$ cat src/rtl/run_ctrl_pkg.sv
// rtl/run_ctrl_pkg.sv - shared state encoding and default widths for the run sequencer
package run_ctrl_pkg;

   typedef enum logic [2:0] {
      RC_IDLE,
      RC_LOAD,
      RC_START,
      RC_RUN,
      RC_READ
   } rc_state_t;

   localparam int RC_AW    = 8;
   localparam int RC_DW    = 8;
   localparam int RC_CNT_W = 16;

endpackage

$ cat src/rtl/run_controller_if.sv
// rtl/run_controller_if.sv - preload stream, data-memory port and readback stream of the run sequencer
interface run_controller_if
   import run_ctrl_pkg::*;
#(
   parameter int AW = RC_AW,
   parameter int DW = RC_DW
);

   logic          host_wr_valid;
   logic          host_wr_ready;
   logic [AW-1:0] host_wr_addr;
   logic [DW-1:0] host_wr_data;
   logic          host_wr_last;

   logic          mem_own;
   logic [AW-1:0] mem_addr;
   logic          mem_wr_en;
   logic [DW-1:0] mem_wr_data;
   logic          mem_rd_en;
   logic [DW-1:0] mem_rd_data;

   logic          res_valid;
   logic          res_ready;
   logic [AW-1:0] res_addr;
   logic [DW-1:0] res_data;
   logic          res_last;

   modport master (
      input  host_wr_valid, host_wr_addr, host_wr_data, host_wr_last,
      output host_wr_ready,
      output mem_own, mem_addr, mem_wr_en, mem_wr_data, mem_rd_en,
      input  mem_rd_data,
      output res_valid, res_addr, res_data, res_last,
      input  res_ready
   );

   modport slave (
      output host_wr_valid, host_wr_addr, host_wr_data, host_wr_last,
      input  host_wr_ready,
      input  mem_own, mem_addr, mem_wr_en, mem_wr_data, mem_rd_en,
      output mem_rd_data,
      input  res_valid, res_addr, res_data, res_last,
      output res_ready
   );

endinterface

$ cat src/rtl/run_timer.sv
// rtl/run_timer.sv - saturating RUN-cycle counter with a terminal compare against a fixed limit
module run_timer
   import run_ctrl_pkg::*;
#(
   parameter logic [RC_CNT_W-1:0] LIMIT = 16'd50000
) (
   input  logic                clk,
   input  logic                rst,
   input  logic                clr,
   input  logic                en,
   output logic [RC_CNT_W-1:0] count,
   output logic                term
);

   localparam logic [RC_CNT_W-1:0] CNT_MAX = '1;

   logic [RC_CNT_W-1:0] count_inc;

   assign count_inc = (count == CNT_MAX) ? count : count + RC_CNT_W'(1);

   // term flags the enabled cycle that brings the count up to LIMIT
   assign term = en && (count_inc == LIMIT);

   always_ff @(posedge clk or posedge rst) begin
      if (rst) begin
         count <= '0;
      end else if (clr) begin
         count <= '0;
      end else if (en) begin
         count <= count_inc;
      end
   end

endmodule

$ cat src/rtl/run_controller.sv
// rtl/run_controller.sv - host run sequencer: preload, START/DONE run under timeout, readback window
// Optional: define RUN_CTRL_CYCLE_CNT_EN to expose the RUN cycle count on cycle_count.
module run_controller
   import run_ctrl_pkg::*;
#(
   parameter int                  START_CYCLES = 2,
   parameter logic [RC_CNT_W-1:0] TIMEOUT      = 16'd50000,
   parameter int                  AW           = RC_AW,
   parameter int                  DW           = RC_DW
) (
   input  logic                CLK,
   input  logic                reset,
   input  logic                host_go,
   input  logic [AW-1:0]       rd_base,
   input  logic [AW:0]         rd_count,
   run_controller_if.master    bus,
   output logic                dut_start,
   input  logic                dut_done,
   output logic                busy,
   output logic                run_done,
   output logic                timeout,
   output logic [RC_CNT_W-1:0] cycle_count
);

   localparam int            SW      = (START_CYCLES > 1) ? $clog2(START_CYCLES) : 1;
   localparam logic [SW-1:0] ST_LAST = SW'(START_CYCLES - 1);
   localparam logic [AW:0]   IDX_ONE = (AW + 1)'(1);

   rc_state_t           state, state_nxt;
   logic [AW-1:0]       base_q;
   logic [AW:0]         count_q;
   logic [AW:0]         idx;
   logic [SW-1:0]       st_cnt;
   logic [AW-1:0]       rd_addr;
   logic [DW-1:0]       rd_word;
   logic                go_take, wr_take, rd_take, rd_last;
   logic                tmr_term;
   logic [RC_CNT_W-1:0] tmr_count;

   assign go_take = (state == RC_IDLE) && host_go;
   assign wr_take = (state == RC_LOAD) && bus.host_wr_valid && bus.host_wr_last;
   assign rd_take = (state == RC_READ) && bus.res_ready;
   assign rd_last = (idx == count_q - IDX_ONE);
   assign rd_addr = base_q + idx[AW-1:0];
   assign rd_word = bus.mem_rd_data;
   assign busy    = (state != RC_IDLE);

   always_ff @(posedge CLK or posedge reset) begin
      if (reset) begin
         state <= RC_IDLE;
      end else begin
         state <= state_nxt;
      end
   end

   always_comb begin
      state_nxt         = state;
      dut_start         = 1'b0;
      bus.host_wr_ready = 1'b0;
      bus.mem_own       = 1'b1;
      bus.mem_addr      = '0;
      bus.mem_wr_en     = 1'b0;
      bus.mem_wr_data   = '0;
      bus.mem_rd_en     = 1'b0;
      bus.res_valid     = 1'b0;
      bus.res_addr      = '0;
      bus.res_data      = '0;
      bus.res_last      = 1'b0;
      case (state)
         RC_IDLE: begin
            if (host_go) state_nxt = RC_LOAD;
         end
         RC_LOAD: begin
            bus.host_wr_ready = 1'b1;
            bus.mem_wr_en     = bus.host_wr_valid;
            bus.mem_addr      = bus.host_wr_addr;
            bus.mem_wr_data   = bus.host_wr_data;
            if (wr_take) state_nxt = RC_START;
         end
         RC_START: begin
            dut_start = 1'b1;
            if (st_cnt == ST_LAST) state_nxt = RC_RUN;
         end
         RC_RUN: begin
            bus.mem_own = 1'b0;
            // done takes priority over a timeout landing in the same cycle
            if (dut_done) begin
               state_nxt = (count_q == '0) ? RC_IDLE : RC_READ;
            end else if (tmr_term) begin
               state_nxt = RC_IDLE;
            end
         end
         RC_READ: begin
            bus.mem_rd_en = 1'b1;
            bus.mem_addr  = rd_addr;
            bus.res_valid = 1'b1;
            bus.res_addr  = rd_addr;
            bus.res_data  = rd_word;
            bus.res_last  = rd_last;
            if (rd_take && rd_last) state_nxt = RC_IDLE;
         end
         default: state_nxt = RC_IDLE;
      endcase
   end

   always_ff @(posedge CLK or posedge reset) begin
      if (reset) begin
         base_q   <= '0;
         count_q  <= '0;
         idx      <= '0;
         st_cnt   <= '0;
         timeout  <= 1'b0;
         run_done <= 1'b0;
      end else begin
         run_done <= (state != RC_IDLE) && (state_nxt == RC_IDLE);
         st_cnt   <= (state == RC_START) ? st_cnt + SW'(1) : '0;
         if (go_take) begin
            base_q  <= rd_base;
            count_q <= rd_count;
            timeout <= 1'b0;
         end
         if ((state == RC_RUN) && !dut_done && tmr_term) begin
            timeout <= 1'b1;
         end
         if (state != RC_READ) begin
            idx <= '0;
         end else if (rd_take) begin
            idx <= idx + IDX_ONE;
         end
      end
   end

   run_timer #(
      .LIMIT (TIMEOUT)
   ) u_timer (
      .clk   (CLK),
      .rst   (reset),
      .clr   (go_take),
      .en    (state == RC_RUN),
      .count (tmr_count),
      .term  (tmr_term)
   );

`ifdef RUN_CTRL_CYCLE_CNT_EN
   assign cycle_count = tmr_count;
`else
   logic unused_tmr_count;
   assign unused_tmr_count = ^tmr_count;
   assign cycle_count      = '0;
`endif

endmodule

$ cat src/flat_wrapper.sv
// flat-port wrapper written by rule: the top's interface ports become plain ports
module run_controller_flat import run_ctrl_pkg::*;
#(
   parameter int                  START_CYCLES = 2,
   parameter logic [RC_CNT_W-1:0] TIMEOUT      = 16'd50000,
   parameter int                  AW           = RC_AW,
   parameter int                  DW           = RC_DW
)
  (CLK, reset, host_go, rd_base, rd_count, dut_start, dut_done, busy, run_done, timeout, cycle_count, bus_host_wr_valid, bus_host_wr_addr, bus_host_wr_data, bus_host_wr_last, bus_host_wr_ready, bus_mem_own, bus_mem_addr, bus_mem_wr_en, bus_mem_wr_data, bus_mem_rd_en, bus_mem_rd_data, bus_res_valid, bus_res_addr, bus_res_data, bus_res_last, bus_res_ready);
  run_controller_if #(.AW(AW), .DW(DW)) bus_i ();
  input  logic CLK;
  input  logic reset;
  input  logic host_go;
  input  logic [AW-1:0] rd_base;
  input  logic [AW:0] rd_count;
  output logic dut_start;
  input  logic dut_done;
  output logic busy;
  output logic run_done;
  output logic timeout;
  output logic [RC_CNT_W-1:0] cycle_count;
  input wire logic [$bits(bus_i.host_wr_valid)-1:0] bus_host_wr_valid;
  input wire logic [$bits(bus_i.host_wr_addr)-1:0] bus_host_wr_addr;
  input wire logic [$bits(bus_i.host_wr_data)-1:0] bus_host_wr_data;
  input wire logic [$bits(bus_i.host_wr_last)-1:0] bus_host_wr_last;
  output wire logic [$bits(bus_i.host_wr_ready)-1:0] bus_host_wr_ready;
  output wire logic [$bits(bus_i.mem_own)-1:0] bus_mem_own;
  output wire logic [$bits(bus_i.mem_addr)-1:0] bus_mem_addr;
  output wire logic [$bits(bus_i.mem_wr_en)-1:0] bus_mem_wr_en;
  output wire logic [$bits(bus_i.mem_wr_data)-1:0] bus_mem_wr_data;
  output wire logic [$bits(bus_i.mem_rd_en)-1:0] bus_mem_rd_en;
  input wire logic [$bits(bus_i.mem_rd_data)-1:0] bus_mem_rd_data;
  output wire logic [$bits(bus_i.res_valid)-1:0] bus_res_valid;
  output wire logic [$bits(bus_i.res_addr)-1:0] bus_res_addr;
  output wire logic [$bits(bus_i.res_data)-1:0] bus_res_data;
  output wire logic [$bits(bus_i.res_last)-1:0] bus_res_last;
  input wire logic [$bits(bus_i.res_ready)-1:0] bus_res_ready;
  assign bus_i.host_wr_valid = bus_host_wr_valid;
  assign bus_i.host_wr_addr = bus_host_wr_addr;
  assign bus_i.host_wr_data = bus_host_wr_data;
  assign bus_i.host_wr_last = bus_host_wr_last;
  assign bus_host_wr_ready = bus_i.host_wr_ready;
  assign bus_mem_own = bus_i.mem_own;
  assign bus_mem_addr = bus_i.mem_addr;
  assign bus_mem_wr_en = bus_i.mem_wr_en;
  assign bus_mem_wr_data = bus_i.mem_wr_data;
  assign bus_mem_rd_en = bus_i.mem_rd_en;
  assign bus_i.mem_rd_data = bus_mem_rd_data;
  assign bus_res_valid = bus_i.res_valid;
  assign bus_res_addr = bus_i.res_addr;
  assign bus_res_data = bus_i.res_data;
  assign bus_res_last = bus_i.res_last;
  assign bus_i.res_ready = bus_res_ready;
  run_controller #(.START_CYCLES(START_CYCLES), .TIMEOUT(TIMEOUT), .AW(AW), .DW(DW)) u_core (.CLK(CLK), .reset(reset), .host_go(host_go), .rd_base(rd_base), .rd_count(rd_count), .bus(bus_i), .dut_start(dut_start), .dut_done(dut_done), .busy(busy), .run_done(run_done), .timeout(timeout), .cycle_count(cycle_count));
endmodule
$ cat config.mk
export PLATFORM = sky130hd
export DESIGN_NAME = run_controller_flat
export DESIGN_NICKNAME = d
export VERILOG_FILES = /design/src/rtl/run_ctrl_pkg.sv /design/src/rtl/run_controller_if.sv /design/src/rtl/run_timer.sv /design/src/rtl/run_controller.sv /design/src/flat_wrapper.sv
export SDC_FILE = /design/constraint.sdc
export NUM_CORES = 1
export LEC_CHECK = 0
export CAP_MARGIN = 5
export CORE_MARGIN = 1.5
export CORE_UTILIZATION = 48
export DETAILED_ROUTE_END_ITERATION = 12
export PLACE_DENSITY = 0.81
export SLEW_MARGIN = 20
export SYNTH_ARGS = -nofsm -noshare
export SYNTH_HDL_FRONTEND = slang
export SYNTH_SLANG_ARGS = --single-unit
$ cat constraint.sdc
create_clock -name CLK -period 3.04 [get_ports CLK]
set_input_delay 0.456 -clock CLK [delete_from_list [all_inputs] [get_ports CLK]]
set_output_delay 0.456 -clock CLK [all_outputs]
set_load 0.02 [all_outputs]
==> results of run 1 <==
==> cell families after synthesis <==
logic type      count (synthesis)  share of synthesized area
compound gates                 82                      0.154
xor+xnor                       28                     0.0681
fa+ha+maj                      11                     0.0403
buf+inv                        54                     0.0913
flops                          48                      0.333
mux                             3                    0.00833
other cells                     1                    0.00104
simple gates                  199                      0.304
==> repair_timing <==
action	4_1_cts	5_1_grt
setup buffers	0	0
resized for setup	13	11
pin swaps	1	2
setup endpoints to repair	8	5
==> power by group through the flow <==
stage / Combinational (mW) / Sequential [mW] / Clock, mW
after floorplan: 1.01 / 0.918 / 0
after global placement: 1.53 / 0.938 / 0
after detailed placement: 1.57 / 0.950 / 0
after CTS: 1.57 / 0.937 / 0.478
after global routing: 1.71 / 0.965 / 0.510
final: 1.56 / 0.940 / 0.469
==> critical path: stages, from the launching register on <==
cell and delay [ns]:
dfrtp_1 0.40, ha_1 0.30, a21o_1 0.16, a21oi_2 0.14, o21bai_1 0.10, a2111oi_1 0.40
buf_4 0.18, nor3_1 0.05, o21a_1 0.20, a21o_1 0.16, buf_6 0.13
==> flip-flops by register name, indices dropped and copies added (netlist names) <==
signal,cells
u_core.run_done,1
u_core.base_q,8
u_core.state,3
u_core.u_timer.count,16
u_core.timeout,1
u_core.idx,9
u_core.st_cnt,1
u_core.count_q,9
==> final timing paths <==
| path | start | endpoint | slack (ns) | cells past startpoint |
|---|---|---|---|---|
| hold / removal | u_core.st_cnt | u_core.st_cnt | 0.44 | 1 |
| min in group asynchronous | reset | u_core.count_q[8] | 0.60 | 2 |
| setup / recovery | u_core.idx[1] | bus_mem_addr[7] | 0.08 | 10 |
| max in group asynchronous | reset | u_core.u_timer.count[2] | 1.94 | 2 |
| hold reg to reg | u_core.st_cnt | u_core.st_cnt | 0.44 | 1 |
| setup reg to reg | u_core.u_timer.count[0] | u_core.state[0] | 0.33 | 7 |
==> stage by stage <==
stage / TNS (ns) / instance area (µm²) / hold WS (ns) / cells
final: 0 / 4640 / 0.436 / 615
after global routing: -0.00252 / 4640 / 0.447 / 615
after CTS: 0 / 4650 / 0.433 / 615
after detailed placement: -0.0316 / 4540 / 0.419 / 607
after global placement: -0.0184 / 4540 / 0.419 / 607
after floorplan: 0 / 3660 / 0.403 / 441
==> synth_stat cells, types with 12 or more instances <==
library cell  count
o21ai_0          25
nand3_1          15
a21oi_1          12
buf_4            20
xnor2_1          19
nor2_1           31
inv_1            13
clkbuf_1         14
nand2_1          72
dfrtp_1          48
==> layout by cell type, fill, tap and decap left out, types with 4 or more instances in the layout <==
master,count
clkbuf_2,4
o21ai_0,25
nor2_1,31
conb_1,16
xor2_1,9
a31oi_1,7
inv_1,12
and2_1,11
dfrtp_1,48
and3_1,11
nand4_1,10
nor3_1,11
nand2_1,72
nand3_1,15
clkdlybuf4s50_1,80
a21oi_1,11
buf_4,19
ha_1,10
or3_1,6
a21o_1,9
xnor2_1,19
clkbuf_8,5
==> metal layers <==
metal	part of all wire	track usage	vias to the layer above
met2	0.48	0.408	118
li1	-	-	1639
met5	0	0	-
met3	0.082	0.0448	10
met4	0.012	0.0713	0
met1	0.42	0.291	1547
==> final cells by class <==
type | count | share of cell area
Clock buffer | 5 | 0.0148
Multi-Input combinational cell | 339 | 0.461
Timing Repair Buffer | 108 | 0.218
Tap cell | 99 | 0.0267
Sequential cell | 48 | 0.259
Inverter | 13 | 0.0108
Clock inverter | 3 | 0.00917
==> impl_metrics.tcl, run 1 <==
set metrics [dict create \
    top_level_ports 106 \
    fillers 628 \
    crit_arrival_ns 2.51 \
    status "completed" \
    swShare 0.418 \
    p_per_area_mw_per_mm2 640 \
    layout-drive-gt1-share 0.103 \
    p_int_mw 1.73 \
    cts_max_level 2 \
    p_sw_mw 1.24 \
    clk_latency_ns 0.31 \
    die_area_mm2 0.00804 \
    ys_ff_latch 48 \
    antenna_left 0 \
    firstDrtPassIters 5 \
    ctsHoldBuffers 0 \
    grt_pass1_vias 3100 \
    synthArstFlopShare 1.00 \
    initial_core_util 0.497 \
    clock-root-buffer "clkbuf_8" \
    syn_avg_cell_area_um2 8.46 \
    worst_setup_path_start_kind "flop" \
    crit_type "reg2out" \
    antenna_found_initial 0 \
    p_clk_frac 0.158 \
    max_slew.worst_pin.slew_ns 0.925 \
    cp.required_ns 2.58 \
    power_mw 2.97 \
    wl_per_cell_um 14.8 \
    crit_path_end_kind "primary output" \
    dr_total_vias 3314 \
    p_seq_frac 0.317 \
    yosys.area.top_type "dfrtp_1" \
    slew_violations 0 \
    comb_power_share 0.525 \
    synthTopCellsByArea "dfrtp_1 (33%), nand2_1 (7.5%), xnor2_1 (4.6%)" \
    clk_pin_slew_ns 0.09 \
    vias_per_cell 5.39 \
    hold_class "reg2reg" \
    ys_seq_area_frac 0.333 \
    gp_congestion 0.849 \
    seqCellArea_mm2 0.00120 \
    drt_wl_total_um 9080 \
    rsz0062_at_grt "true" \
    placementRows 31 \
    grt_max_degree 49 \
    dp_hpwl_um 6950 \
    overflow 0 \
    cts_sinks 48 \
    synth_ff_type "dfrtp_1" \
    syn_inst 426 \
    hold_viol 0 \
    coreArea_mm2 0.00725 \
    drc 0 \
    nNetsFinal 574 \
    period_share 0.975 \
    crit_fanout 2 \
    grt_pass1_wl_um 14300 \
    slew-limit-headroom 0.382 \
    ir_drop_mv 0.298 \
    worst_slack_ns 0.0753 \
    track_usage 0.233 \
    area_growth_pct 28.8 \
    setup-violations-final 0 \
    die_h_um 89.6 \
    skew_ns 0.00954 \
    cts_buffers 5 \
    fmax_mhz 337 \
    die_w_um 89.6 \
    place_ws_ns -0.0316 \
    portBuffers 89 \
    drtIter0Drc 172 \
    utilization 0.640 \
    cts_tree "done" \
    min_period_ns 2.96 \
    synth_edf_count 0 \
    diodes 0 \
    synth_warnings 0 \
    p_leak_nw 2.12 \
    multi_input_area_mm2 0.00214 \
    cap_violations 0 \
    netlist_area_mm2 0.00360 \
    netlist.area_leader.share 0.333 \
    ys_types 65 \
    cts_buffer_depth 2 \
]
No activity file was read; power rests on OpenSTA's default activity.
==> inputs of run 2 (changes only) <==
- CORE_ASPECT_RATIO: not set -> 0.9
==> run 2 against run 1 <==
The run now ends with negative setup slack left. Via count up 1.4%. First-iteration DRC count up 19%. Worst hold slack worse by 0.0091 ns. Worst setup slack worse by 0.11 ns. Routed wire length up 1.2%. Non-clock buffer count down 4. Combinational power about the same. Fmax down 3.5%. Sequential share of layout area up 0.33 points. Cell area down 1.2%. Flip-flop and latch count unchanged. Highest routed layer unchanged.
==> impl_metrics.tcl, run 2 (synthesis gave the netlist of run 1 again) <==
set metrics [dict create \
    dr_total_vias 3359 \
    vias_per_cell 5.56 \
    cp.required_ns 2.58 \
    drtIter0Drc 205 \
    cts_tree "done" \
    status "complete, but fails checks" \
    initial_core_util 0.504 \
    max_slew.worst_pin.slew_ns 0.935 \
    ir_drop_mv 0.250 \
    crit_fanout 2 \
    place_ws_ns -0.100 \
    drt_wl_total_um 9190 \
    portBuffers 89 \
    overflow 0 \
    regMostFlops "u_core.u_timer.count" \
    die_area_mm2 0.00804 \
    power_mw 2.83 \
    clk_pin_slew_ns 0.08 \
    hold_viol 0 \
    crit_arrival_ns 2.62 \
    diodes 0 \
    grt_pass1_vias 3149 \
    dp_hpwl_um 6840 \
    drc 0 \
    worst_setup_path_start_kind "flop" \
    final_common_cell "clkdlybuf4s50_1" \
    coreArea_mm2 0.00715 \
    layout_common_cells "clkdlybuf4s50_1 (79), nand2_1 (72), dfrtp_1 (48)" \
    fmax_mhz 325 \
    cap_violations 0 \
    cts_buffer_depth 2 \
    wl_per_cell_um 15.2 \
    cts_sinks 48 \
    clk_latency_ns 0.30 \
    die_w_um 94.3 \
    gp_congestion 0.878 \
    area_growth_pct 27.2 \
    grt_pass1_wl_um 14600 \
    track_usage 0.226 \
    antenna_found_initial 0 \
    nNetsFinal 570 \
    slew-limit-headroom 0.375 \
    p_per_area_mw_per_mm2 618 \
    layout-drive-gt1-share 0.0959 \
    firstDrtPassIters 5 \
    grt_max_degree 49 \
    failed_checks "negative setup slack" \
    p_leak_nw 2.13 \
    top_regs "u_core.u_timer.count: 16 flops, u_core.count_q: 9 flops, u_core.idx: 9 flops" \
    min_period_ns 3.07 \
    setup-violations-final 1 \
    largest_reg_flops 16 \
    cts_buffers 5 \
    die_h_um 85.2 \
    fillers 614 \
    slew_violations 0 \
    antenna_left 0 \
    placementRows 29 \
    top_level_ports 106 \
    crit_path_end_kind "primary output" \
    skew_ns 0.00994 \
    cts_max_level 2 \
    period_share 1.01 \
    clock-root-buffer "clkbuf_8" \
    crit_type "reg2out" \
    hold_class "reg2reg" \
    worst_slack_ns -0.0334 \
    rsz0062_at_grt "true" \
]
==> run 2: path summary, 6_finish.rpt <==
check / slack (ns) / to / cells past startpoint / start
setup / recovery: -0.03 / bus_mem_addr[7] / 10 / u_core.idx[1]
hold / removal: 0.43 / u_core.st_cnt / 1 / u_core.st_cnt
setup reg to reg: 0.30 / u_core.state[0] / 7 / u_core.u_timer.count[0]
hold reg to reg: 0.43 / u_core.st_cnt / 1 / u_core.st_cnt
max in group asynchronous: 1.95 / u_core.base_q[3] / 2 / reset
min in group asynchronous: 0.60 / u_core.u_timer.count[14] / 2 / reset
==> run 2: power breakdown <==
part	internal (mW)	switching [mW]	leakage, nW
registers	0.783	0.151	0.638
clock network	0.157	0.204	0.0410
logic	0.683	0.855	1.45
==> run 2: final cells by class <==
type | count | area, µm² | share of cell area
sequential | 48 | 1200 | 0.262
tap | 93 | 116 | 0.0254
multi-input combinational | 339 | 2150 | 0.469
clock inverter | 1 | 5.00 | 0.00109
inverter | 13 | 50.0 | 0.0109
timing repair buffer | 104 | 987 | 0.215
clock buffer | 6 | 72.6 | 0.0158
==> run 2: per-stage QoR <==
step                      hold slack, ns   util  area, µm²  setup TNS (ns)  std cells
after floorplan                    0.403      -       3660               0        441
after global placement             0.417  0.629       4500         -0.0139        596
after detailed placement           0.418  0.629       4500          -0.124        596
after CTS                          0.429  0.639       4570               0        603
after global routing               0.474  0.641       4580         -0.0848        604
final                              0.427  0.641       4580         -0.0334        604
==> run 2: routing by layer <==
metal / global-route usage / vias to the layer above / part of all wire
li1: - / 1625 / -
met1: 0.284 / 1568 / 0.42
met2: 0.385 / 146 / 0.47
met3: 0.0502 / 20 / 0.092
met4: 0.0706 / 0 / 0.022
met5: 0 / - / 0
==> run 2: worst max-delay path: stages (launching register included) <==
cell and delay (ns):
dfrtp_1 0.40, ha_1 0.31, a21o_1 0.17, a21oi_2 0.17
o21bai_1 0.13, a2111oi_2 0.40, buf_4 0.17, nor3_1 0.04
o21a_1 0.21, a21o_1 0.15, buf_2 0.15
==> run 2: repair_timing <==
item | in CTS | in global routing
setup buffers | 0 | 1
endpoints found under the setup margin | 8 | 7
cloned | 0 | 0
pin swaps | 1 | 2
gates resized for setup | 14 | 11
hold buffers | 0 | 0
==> inputs of run 3 (changes only) <==
- MAX_ROUTING_LAYER: not set -> met4
==> run 3 against run 2 <==
The run now ends clean. Non-clock buffer count increased by 2. Register-to-register slack about the same. Utilization increased by 0.51 points. Routed wire length decreased by 3.3%. Die area unchanged. Clock skew about the same. Largest cell class unchanged. Final cell count increased by 0.50%.
==> impl_metrics.tcl, run 3 (synthesis gave the netlist of run 1 again) <==
set metrics [dict create \
    top_level_ports 106 \
    wl_per_cell_um 14.6 \
    final_common_cell "clkdlybuf4s50_1" \
    skew_ns 0.0103 \
    cts_max_level 2 \
    grt_pass1_vias 3116 \
    antenna_left 0 \
    grt_pass1_wl_um 14500 \
    firstDrtPassIters 4 \
    cp.required_ns 2.58 \
    cts_buffers 5 \
    worst_slack_ns 0.0887 \
    crit_type "reg2out" \
    setup_tns_ns 0 \
    regMostFlops "u_core.u_timer.count" \
    area_growth_pct 28.2 \
    slew-limit-headroom 0.366 \
    drtIter0Drc 196 \
    cts_tree "done" \
    drt_wl_total_um 8890 \
    fin_hold_ws_ns 0.433 \
    coreArea_mm2 0.00715 \
    place_ws_ns -0.0436 \
    dr_total_vias 3344 \
    gp_congestion 0.886 \
    fillers 580 \
    setup-violations-final 0 \
    drc 0 \
    clk_latency_ns 0.31 \
    overflow 0 \
    post_cts_buffers 0 \
    initial_core_util 0.504 \
    ir_drop_mv 0.261 \
    largest_reg_flops 16 \
    cap_violations 0 \
    nNetsFinal 572 \
    cts_buffer_depth 2 \
    p_leak_nw 2.12 \
    period_share 0.971 \
    worst-path-buf-inv 2 \
    diodes 0 \
    vias_per_cell 5.51 \
    crit_path_cell_trace "ha_1 > a21o_1 > a21oi_2 > o21bai_1 > a2111oi_2 > buf_4 > o21a_1 > o21a_1 > clkdlybuf4s15_1" \
    layout_common_cells "clkdlybuf4s50_1 (80), nand2_1 (72), dfrtp_1 (47)" \
    dp_hpwl_um 6810 \
    die_area_mm2 0.00804 \
    crit_fanout 2 \
    slowest_stage "dfrtp_1" \
    slew_violations 0 \
    fmax_mhz 339 \
    die_h_um 85.2 \
    clk_pin_slew_ns 0.10 \
    crit_path_end_kind "primary output" \
    status "completed" \
    portBuffers 89 \
    max_stage_delay_ns 0.39 \
    hold_viol 0 \
    crit_arrival_ns 2.50 \
    cts_sinks 48 \
    clock-root-buffer "clkbuf_8" \
    track_usage 0.233 \
    antenna_found_initial 0 \
    p_per_area_mw_per_mm2 624 \
    crit_family "compound AO/OA/AOI/OAI gates" \
    die_w_um 94.3 \
    seqCellArea_mm2 0.00120 \
    max_slew.worst_pin.slew_ns 0.949 \
    placementRows 29 \
    multi_input_area_mm2 0.00215 \
    worst_setup_path_start_kind "flop" \
    crit_top_cell "o21a_1" \
    layout-drive-gt1-share 0.103 \
    grt_max_degree 26 \
    top_regs "u_core.u_timer.count: 16 flops, u_core.count_q: 9 flops, u_core.idx: 9 flops" \
    utilization 0.646 \
    min_period_ns 2.95 \
    hold_class "reg2reg" \
    ctsHoldBuffers 0 \
]
run 3: changes by cell type in the layout (fill, tap and decap cells not counted), sizes merged:
cell           delta
dlymetal6s2s      -1
clkinv            -1
buf               +1
clkdlybuf4s15     +1
clkinvlp          +2
clkbuf            -1
clkdlybuf4s50     +1
inv               +1
run 3: path summary, 6_finish.rpt:
kind | startpoint | depth (start not counted) | slack [ns] | endpoint
worst min register to register | u_core.st_cnt | 1 | 0.43 | u_core.st_cnt
worst max register to register | u_core.u_timer.count[0] | 8 | 0.31 | u_core.run_done
min in group asynchronous | reset | 2 | 0.49 | u_core.u_timer.count[5]
worst min-delay path | u_core.st_cnt | 1 | 0.43 | u_core.st_cnt
worst max-delay path | u_core.idx[1] | 9 | 0.09 | bus_res_addr[7]
max in group asynchronous | reset | 3 | 1.85 | u_core.idx[1]
run 3: final cells by class:
| type | instances | share of cell area |
|---|---|---|
| multi-input cells | 339 | 0.466 |
| flip-flops and latches | 48 | 0.260 |
| inverters | 13 | 0.0106 |
| well taps | 93 | 0.0252 |
| repair buffers | 106 | 0.218 |
| clock inverters | 3 | 0.00515 |
| clock buffers | 5 | 0.0149 |
run 3: through the flow:
stage	power, mW	cell area [µm²]	instances
floorplan	1.93	3660	441
global placement	2.47	4520	599
detailed placement	2.51	4520	599
CTS	2.90	4610	607
global route	3.11	4620	607
finish	2.88	4620	607
run 3: power by group:
part	switching [mW]	internal [mW]	leakage (nW)
registers	0.149	0.784	0.636
logic	0.858	0.701	1.44
clock network	0.227	0.163	0.0404
run 3: what timing repair did:
item | CTS | global route
gates cloned | 0 | 0
endpoints found under the setup margin | 7 | 7
resized for setup | 14 | 9
pin swaps | 1 | 0
run 3: routing by layer:
metal	vias to the layer above	track usage	share of wire
li1	1631	-	-
met1	1580	0.292	0.43
met2	119	0.380	0.47
met3	14	0.0493	0.087
met4	0	0.0624	0.017
met5	-	-	0
